--- src/rtl/branch_stats_if.sv ---
// Wishbone register-window bundle for branch_stats.
interface branch_stats_if;
  logic [1:0]  i_wb_adr;
  logic [31:0] i_wb_dat;
  logic        i_wb_we;
  logic        i_wb_cyc;
  logic        i_wb_stb;
  logic [31:0] o_wb_rdt;
  logic        o_wb_ack;

  modport master (
    output i_wb_adr, i_wb_dat, i_wb_we, i_wb_cyc, i_wb_stb,
    input  o_wb_rdt, o_wb_ack
  );

  modport slave (
    input  i_wb_adr, i_wb_dat, i_wb_we, i_wb_cyc, i_wb_stb,
    output o_wb_rdt, o_wb_ack
  );
endinterface

--- src/rtl/branch_stats.sv ---
// Branch statistics: saturating total/taken/mispredict counters, a
// freezable display copy, and a small Wishbone register window.
module branch_stats #(
  parameter int unsigned WIDTH = 32
) (
  input  logic             clk,
  input  logic             rstn,
  input  logic             i_br_valid,
  input  logic             i_br_taken,
  input  logic             i_br_mispred,
  input  logic             i_clear,
  input  logic             i_freeze,
  branch_stats_if.slave    wb,
  output logic [WIDTH-1:0] o_branches,
  output logic [WIDTH-1:0] o_branches_taken,
  output logic             o_overflow
);

  typedef enum logic [1:0] {RUN, HOLD, CLR} state_t;

  localparam logic [WIDTH-1:0] CNT_MAX = '1;

  state_t           state, state_nxt;
  logic [WIDTH-1:0] tot, tkn, mis;
  logic             ctrl_frz;
  logic             frz;
  logic             wb_acc, wb_wr3, clr_req;
  logic             cnt_en, inc_tot, inc_tkn, inc_mis, sat_hit;
  logic             disp_load;
  logic [31:0]      rd_data;
  logic             unused_dat;

  assign unused_dat = ^wb.i_wb_dat[31:2];

  // Access qualification, clear request and increment enables.
  always_comb begin
    wb_acc    = wb.i_wb_cyc & wb.i_wb_stb & ~wb.o_wb_ack;
    wb_wr3    = wb_acc & wb.i_wb_we & (wb.i_wb_adr == 2'd3);
    clr_req   = i_clear | (wb_wr3 & wb.i_wb_dat[0]);
    frz       = i_freeze | ctrl_frz;
    cnt_en    = ~clr_req & (state != CLR);
    inc_tot   = cnt_en & i_br_valid;
    inc_tkn   = cnt_en & i_br_valid & i_br_taken;
    inc_mis   = cnt_en & i_br_valid & i_br_mispred;
    sat_hit   = (inc_tot & (tot == CNT_MAX)) |
                (inc_tkn & (tkn == CNT_MAX)) |
                (inc_mis & (mis == CNT_MAX));
    // Displays also load on the HOLD->RUN edge so an unfreeze shows the
    // live count one cycle later instead of two.
    disp_load = (state == RUN) | ((state == HOLD) & ~frz);
  end

  // Next-state logic; clear wins over everything else.
  always_comb begin
    state_nxt = state;
    if (clr_req) begin
      state_nxt = CLR;
    end else begin
      unique case (state)
        RUN:     state_nxt = frz ? HOLD : RUN;
        HOLD:    state_nxt = frz ? HOLD : RUN;
        CLR:     state_nxt = frz ? HOLD : RUN;
        default: state_nxt = RUN;
      endcase
    end
  end

  // State register.
  always_ff @(posedge clk or negedge rstn) begin
    if (!rstn) state <= RUN;
    else       state <= state_nxt;
  end

  // Live counters, saturating at all-ones.
  always_ff @(posedge clk or negedge rstn) begin
    if (!rstn) begin
      tot <= '0;
      tkn <= '0;
      mis <= '0;
    end else if (clr_req) begin
      tot <= '0;
      tkn <= '0;
      mis <= '0;
    end else begin
      if (inc_tot && tot != CNT_MAX) tot <= tot + WIDTH'(1);
      if (inc_tkn && tkn != CNT_MAX) tkn <= tkn + WIDTH'(1);
      if (inc_mis && mis != CNT_MAX) mis <= mis + WIDTH'(1);
    end
  end

  // Display copies and sticky overflow flag.
  always_ff @(posedge clk or negedge rstn) begin
    if (!rstn) begin
      o_branches       <= '0;
      o_branches_taken <= '0;
      o_overflow       <= 1'b0;
    end else if (clr_req) begin
      o_branches       <= '0;
      o_branches_taken <= '0;
      o_overflow       <= 1'b0;
    end else begin
      if (disp_load) begin
        o_branches       <= tot;
        o_branches_taken <= tkn;
      end
      if (sat_hit) o_overflow <= 1'b1;
    end
  end

  // Freeze control bit; a write carrying a clear leaves freeze untouched
  // so a frozen block can be cleared and stay frozen.
  always_ff @(posedge clk or negedge rstn) begin
    if (!rstn)                            ctrl_frz <= 1'b0;
    else if (wb_wr3 && !wb.i_wb_dat[0])   ctrl_frz <= wb.i_wb_dat[1];
  end

  // Read mux, zero-extended to the bus width.
  always_comb begin
    rd_data = '0;
    unique case (wb.i_wb_adr)
      2'd0:    rd_data[WIDTH-1:0] = tot;
      2'd1:    rd_data[WIDTH-1:0] = tkn;
      2'd2:    rd_data[WIDTH-1:0] = mis;
      default: rd_data[2:0] = {state == HOLD, ctrl_frz, o_overflow};
    endcase
  end

  // Single-cycle ack with registered read data, zero outside the ack.
  always_ff @(posedge clk or negedge rstn) begin
    if (!rstn) begin
      wb.o_wb_ack <= 1'b0;
      wb.o_wb_rdt <= '0;
    end else begin
      wb.o_wb_ack <= wb_acc;
      wb.o_wb_rdt <= wb_acc ? rd_data : '0;
    end
  end

endmodule

--- src/flat_wrapper.sv ---
// flat-port wrapper written by rule: the top's interface ports become plain ports
module branch_stats_flat 
#(
  parameter int unsigned WIDTH = 32
)
  (clk, rstn, i_br_valid, i_br_taken, i_br_mispred, i_clear, i_freeze, o_branches, o_branches_taken, o_overflow, wb_i_wb_adr, wb_i_wb_dat, wb_i_wb_we, wb_i_wb_cyc, wb_i_wb_stb, wb_o_wb_rdt, wb_o_wb_ack);
  branch_stats_if wb_i ();
  input  logic clk;
  input  logic rstn;
  input  logic i_br_valid;
  input  logic i_br_taken;
  input  logic i_br_mispred;
  input  logic i_clear;
  input  logic i_freeze;
  output logic [WIDTH-1:0] o_branches;
  output logic [WIDTH-1:0] o_branches_taken;
  output logic o_overflow;
  input wire logic [$bits(wb_i.i_wb_adr)-1:0] wb_i_wb_adr;
  input wire logic [$bits(wb_i.i_wb_dat)-1:0] wb_i_wb_dat;
  input wire logic [$bits(wb_i.i_wb_we)-1:0] wb_i_wb_we;
  input wire logic [$bits(wb_i.i_wb_cyc)-1:0] wb_i_wb_cyc;
  input wire logic [$bits(wb_i.i_wb_stb)-1:0] wb_i_wb_stb;
  output wire logic [$bits(wb_i.o_wb_rdt)-1:0] wb_o_wb_rdt;
  output wire logic [$bits(wb_i.o_wb_ack)-1:0] wb_o_wb_ack;
  assign wb_i.i_wb_adr = wb_i_wb_adr;
  assign wb_i.i_wb_dat = wb_i_wb_dat;
  assign wb_i.i_wb_we = wb_i_wb_we;
  assign wb_i.i_wb_cyc = wb_i_wb_cyc;
  assign wb_i.i_wb_stb = wb_i_wb_stb;
  assign wb_o_wb_rdt = wb_i.o_wb_rdt;
  assign wb_o_wb_ack = wb_i.o_wb_ack;
  branch_stats #(.WIDTH(WIDTH)) u_core (.clk(clk), .rstn(rstn), .i_br_valid(i_br_valid), .i_br_taken(i_br_taken), .i_br_mispred(i_br_mispred), .i_clear(i_clear), .i_freeze(i_freeze), .wb(wb_i), .o_branches(o_branches), .o_branches_taken(o_branches_taken), .o_overflow(o_overflow));
endmodule
--- config.mk ---
export PLATFORM = sky130hd
export DESIGN_NAME = branch_stats_flat
export DESIGN_NICKNAME = d
export VERILOG_FILES = /design/src/rtl/branch_stats_if.sv /design/src/rtl/branch_stats.sv /design/src/flat_wrapper.sv
export SDC_FILE = /design/constraint.sdc
export NUM_CORES = 1
export LEC_CHECK = 0
export BUFFER_PORTS_ARGS = -buffer_cell sky130_fd_sc_hd__clkbuf_2
export CAP_MARGIN = 20
export CORE_MARGIN = 1.5
export CORE_UTILIZATION = 50
export DETAILED_ROUTE_END_ITERATION = 7
export PLACE_DENSITY = 0.71
export SLEW_MARGIN = 30
export SYNTH_ARGS = -nofsm -noshare
export SYNTH_HDL_FRONTEND = slang
export SYNTH_SLANG_ARGS = --single-unit
export TNS_END_PERCENT = 10
--- constraint.sdc ---
create_clock -name clk -period 3.27 [get_ports clk]
set_input_delay 0.4905 -clock clk [delete_from_list [all_inputs] [get_ports clk]]
set_output_delay 0.4905 -clock clk [all_outputs]
set_load 0.1 [all_outputs]
# == After elaboration in Yosys (flattened, before gate mapping) ==
# Index checks and enable logic that the tools add are counted.
# word_totals
regBits,197
inputBits,44
# classes
bitwise_logic,21
mux,18
n_addsub,3
n_reduce_logical,13
n_eq_ne,12
# op_table
operator,count
$mux W32,11
$add A32 B1 Y32 const B,3
$eq A32 B32 Y1 const B,3
$ne A32 B32 Y1 const B,3
$pmux W29 S3,1
$and A1 B1 Y1,13
$reduce_bool A2 Y1,5
$pmux W3 S3,1
$eq A2 B2 Y1 const B,3
$or A1 B1 Y1,5
$eq A2 B1 Y1 const B,2
$logic_and A1 B1 Y1,4
$logic_not A2 Y1,2
$mux W2,2
$mux W1,3
$not A1 Y1,3
$reduce_or A3 Y1,1
$ne A2 B2 Y1 const B,1
$logic_not A1 Y1,1

# == Longest topological paths before layout ==
# logic_depth
ltp_word,15
depth_mapped,9

# == Worst setup path after synthesis ==
# OpenSTA, ideal clock, no wires.
# synth_timing
path_kind,register to register
startpoint,register u_core.wb.o_wb_ack
endpoint,register u_core.tot[24]
path_slack_ns,0.377
n_path_buf,1
required_ns,3.192
setup_ns,0.078
stages_incl_launch_ff,8
arrival_ns,2.815
cell_sequence,dfrtp_1 -> nand3b_1 -> o21ba_2 -> inv_2 -> or4_1 -> clkbuf_1 -> or4_1 -> a21oi_1
# synth_via
elab_chain_cells,11
elab_cells_between_ends,12
cone_classes,mux (1); bitwise (9); reduce/logical (2)
# synth_rtl
element,line_no,source
"start, declared",branch_stats_if.sv:18,"output o_wb_rdt, o_wb_ack"
"start signal, assigned",branch_stats.sv:134,wb.o_wb_ack <= wb_acc;
$not A1 Y1 (*),branch_stats.sv:37,wb_acc = wb.i_wb_cyc & wb.i_wb_stb & ~wb.o_wb_ack;
$and A1 B1 Y1 (*),branch_stats.sv:37,
$and A1 B1 Y1 (*) (2 in a row),branch_stats.sv:38,wb_wr3 = wb_acc & wb.i_wb_we & (wb.i_wb_adr == 2'd3);
$and A1 B1 Y1 (*),branch_stats.sv:39,clr_req = i_clear | (wb_wr3 & wb.i_wb_dat[0]);
$or A1 B1 Y1 (*),branch_stats.sv:39,
$not A1 Y1,branch_stats.sv:41,cnt_en = ~clr_req & (state != CLR);
$and A1 B1 Y1,branch_stats.sv:41,
$and A1 B1 Y1,branch_stats.sv:42,inc_tot = cnt_en & i_br_valid;
$logic_and A1 B1 Y1,branch_stats.sv:85,if (inc_tot && tot != CNT_MAX) tot <= tot + WIDTH'(1);
$reduce_bool A2 Y1 (no line),-,
"end signal, assigned",branch_stats.sv:85,
"end, declared",branch_stats.sv:24,"logic [WIDTH-1:0] tot, tkn, mis;"
# Mark *: on every way between the ends. The rest lies on a longest branch, timed or not.
# A chain may end at the register's enable or synchronous reset.

# == Worst setup path in the final report ==
# layout_timing
startpoint,register u_core.tkn[0]
endpoint,register u_core.tkn[28]
# layout_via
elab_chain_cells,3
elab_cells_between_ends,6
cone_classes,add/sub (1); eq/ne (1); mux (2); reduce/logical (2)
# layout_rtl
element,line_no,source
"start, declared",branch_stats.sv:24,
"start signal, assigned",branch_stats.sv:86,if (inc_tkn && tkn != CNT_MAX) tkn <= tkn + WIDTH'(1);
$add A32 B1 Y32 / $ne A32 B32 Y1 (equally long branches),branch_stats.sv:86,
$mux W32 / $logic_and A1 B1 Y1 (equally long branches),branch_stats.sv:86,
$mux W32 / $reduce_bool A2 Y1 (equally long branches),-,
# Parallel ways exist; a longest one is shown, timed or not. The select of a mux whose other input is x is not followed.

==> flow_metrics.tcl <==
set metrics [dict create \
    diodes 0 \
    synth.top_cells.by_area "dfrtp_1 (50%), a21oi_1 (7.7%), nand2_1 (7.4%), mux2i_1 (6.0%), or4_1 (3.9%)" \
    cp-start-kind "register" \
    skew_ps 15.76 \
    period_share_pct 83.94 \
    initial_utilization_pct 51.02 \
    num_vias 9010 \
    seqCellArea_um2 4930 \
    rsz0062_at_grt "no" \
    yosysTopAreaCell "dfrtp_1" \
    dp_hpwl_um 19270 \
    drv_cap 0 \
    finalSetupTns_ps 0 \
    rows 51 \
    cts_resized 0 \
    cp.arrival_ps 3100 \
    fillCellCount 1726 \
    grt_pass1_wl_um 45010 \
    crit_path_end_kind "register" \
    io_buffers 111 \
    pwr-share-seq_pct 50.8 \
    path_max_fanout 19 \
    postCtsSetupBuffers 0 \
    overflow 0 \
    io_pins 142 \
    synth_edf_count 0 \
    tightest_slew_ps 883.2 \
    final_core_util_pct 58.10 \
    tritoncts "built" \
    track_usage_pct 28.21 \
    status "finished, final reports clean" \
    synth_async_sr_flop_share_pct 100.0 \
    dieArea_um2 20710 \
    drtIter0Drc 899 \
    max_freq_ghz 0.3643 \
    synth_ff_type "dfrtp_1" \
    synth_commonest_cells "dfrtp_1 (197), nand2_1 (197), a21oi_1 (153), nor2_1 (75), clkbuf_1 (65)" \
    ys_types 52 \
    core_um2 19460 \
    antenna_left 0 \
    critical_path_class "register to register" \
    ys.warnings.count 0 \
    antenna_found_initial 0 \
    drv_slew 0 \
    p_sw_mw 1.246 \
    pwr-share-clk_pct 43.5 \
    yosysSeqAreaShare_pct 49.65 \
    cts_hold_buf 0 \
    dpl.cell_count 1419 \
    swShare_pct 25.70 \
    period_minus_slack_ps 2745 \
    hold_class "primary input to asynchronous set/reset pin" \
    totalWireLength_um 28080 \
    vdd_ir_drop_max_uv 407.5 \
    die_w_um 143.9 \
    hold_viol_final 0 \
    crit_required_ps 3620 \
    syn_inst 1101 \
    fp.dieH_um 143.9 \
    p_int_mw 3.602 \
    clock_latency_ps 450 \
    drc 0 \
    nets 1220 \
    grt_max_degree 80 \
    h-tree-depth 4 \
    drt-vias-per-instance 6.210 \
    reg2reg_slack_ps 530 \
    setup_viol 0 \
    cts_made_buffers 17 \
    clk_pin_slew_ps 80 \
    routedWlPerCell_um 19.35 \
    powerDensity_nw_per_um2 428.7 \
    relSlewSlack_pct 40.58 \
    cts_root_buffer "clkbuf_16" \
    pwr-share-comb_pct 5.7 \
    p_leak_nw 4.618 \
    firstDrtPassIters 5 \
    syn_nets 1148 \
    stdcell_count 1451 \
    routabilityCongestion 0.8966 \
    final_area_um2 11310 \
    syn_area_um2 9930 \
    cts_max_path_buffers 2 \
    drive_above_1_share_pct 16.10 \
    grt_pass1_vias 8193 \
    netlist.area_leader.share_pct 49.65 \
    ys_seq_elements 197 \
    r2r_cells 6 \
    cts_sinks 197 \
    avgSynthCellArea_um2 9.019 \
    multi_input_area_um2 4627 \
    synthToLayoutAreaGrowth_pct 13.89 \
    placed_cell_area_um2 10730 \
]
per-layer routing:
layer | vias up | GRT usage, % | part of all wire (%) | wire (um)
met4 | 0 | 11.60 | 3.4 | 968
met1 | 4420 | 40.16 | 44 | 12340
met3 | 67 | 5.598 | 7.3 | 2046
met2 | 403 | 42.00 | 45 | 12730
met5 | - | 0 | 0 | 0
li1 | 4120 | - | - | -
power by group through the flow:
stage	Sequential, mW	Clock [mW]	Combinational (mW)
floorplan	2.52	0	0.134
global placement	2.51	0	0.274
detailed placement	2.51	0	0.278
CTS	2.46	2.14	0.279
global route	2.46	2.23	0.304
finish	2.46	2.11	0.277
registers in the layout, summed over array words and instances (netlist names):
signal,cells
u_core.wb.o_wb_ack,1
u_core.state,2
u_core.tot,32
u_core.mis,32
u_core.tkn,32
u_core.ctrl_frz,1
u_core.o_branches,32
u_core.o_branches_taken,32
u_core.o_overflow,1
u_core.wb.o_wb_rdt,32
critical path, stage by stage, from the launching register on:
cell and delay, ps:
dfrtp_1 520, ha_1 240, nand2_1 100, or3_4 420, or3_1 610, or4_1 580
a21oi_1 180
per-stage QoR:
stage / power (mW) / worst slack [ps] / hold slack [ps]
after global placement: 2.783 / 501.1 / 468.9
final: 4.848 / 525.0 / 89.80
after global routing: 4.996 / 364.6 / 137.4
after floorplan: 2.658 / 377.2 / 194.9
after CTS: 4.879 / 547.2 / 116.6
after detailed placement: 2.787 / 456.0 / 483.4
placed cells by master (no fill, tap or decap), types with 5 or more instances in the layout:
cell type | synthesis | layout
mux2i_1 | 60 | 60
buf_4 | 1 | 23
clkbuf_2 | 0 | 110
a21oi_1 | 153 | 153
or3_1 | 17 | 17
nor4_1 | 20 | 19
nand2b_1 | 19 | 19
nor3_1 | 10 | 10
clkbuf_16 | 0 | 17
nand2_1 | 197 | 196
or4_1 | 51 | 51
o21ai_0 | 17 | 17
and4_1 | 5 | 5
nand3_1 | 44 | 44
nor2_1 | 75 | 75
and3_1 | 7 | 7
inv_1 | 15 | 15
nand4_1 | 30 | 30
o31ai_1 | 45 | 45
dfrtp_1 | 197 | 197
layout make-up:
cell class                      instances  share of cell area, %
Clock inverter                         13                  1.217
Tap cell                              265                  2.932
Clock buffer                           19                  3.917
Timing Repair Buffer                  136                  6.871
Multi-Input combinational cell        805                  40.92
Inverter                               16                 0.5532
Sequential cell                       197                  43.59
path summary, 6_finish.rpt:
path,from,to
max reg2reg,u_core.tkn[0],u_core.tkn[28]
min reg2reg,u_core.state[1],u_core.state[0]
max in group asynchronous,rstn,u_core.mis[10]
max,u_core.tkn[0],u_core.tkn[28]
min in group clk,wb_i_wb_dat[1],u_core.ctrl_frz
min,rstn,u_core.wb.o_wb_rdt[22]
kinds of logic (layout without fill, tap and decap cells):
family	after synthesis	count (layout)	synth area share (%)
AOI/OAI and AO/OA	234	234	13.58
xor gates and xnor gates	1	1	0.08822
adders and majority gates	3	3	0.3781
buffers and inverters	99	184	3.881
DFF	197	197	49.65
muxes	64	64	6.842
and+or+nand+nor	503	503	25.58
No activity file was read; power rests on OpenSTA's default activity.
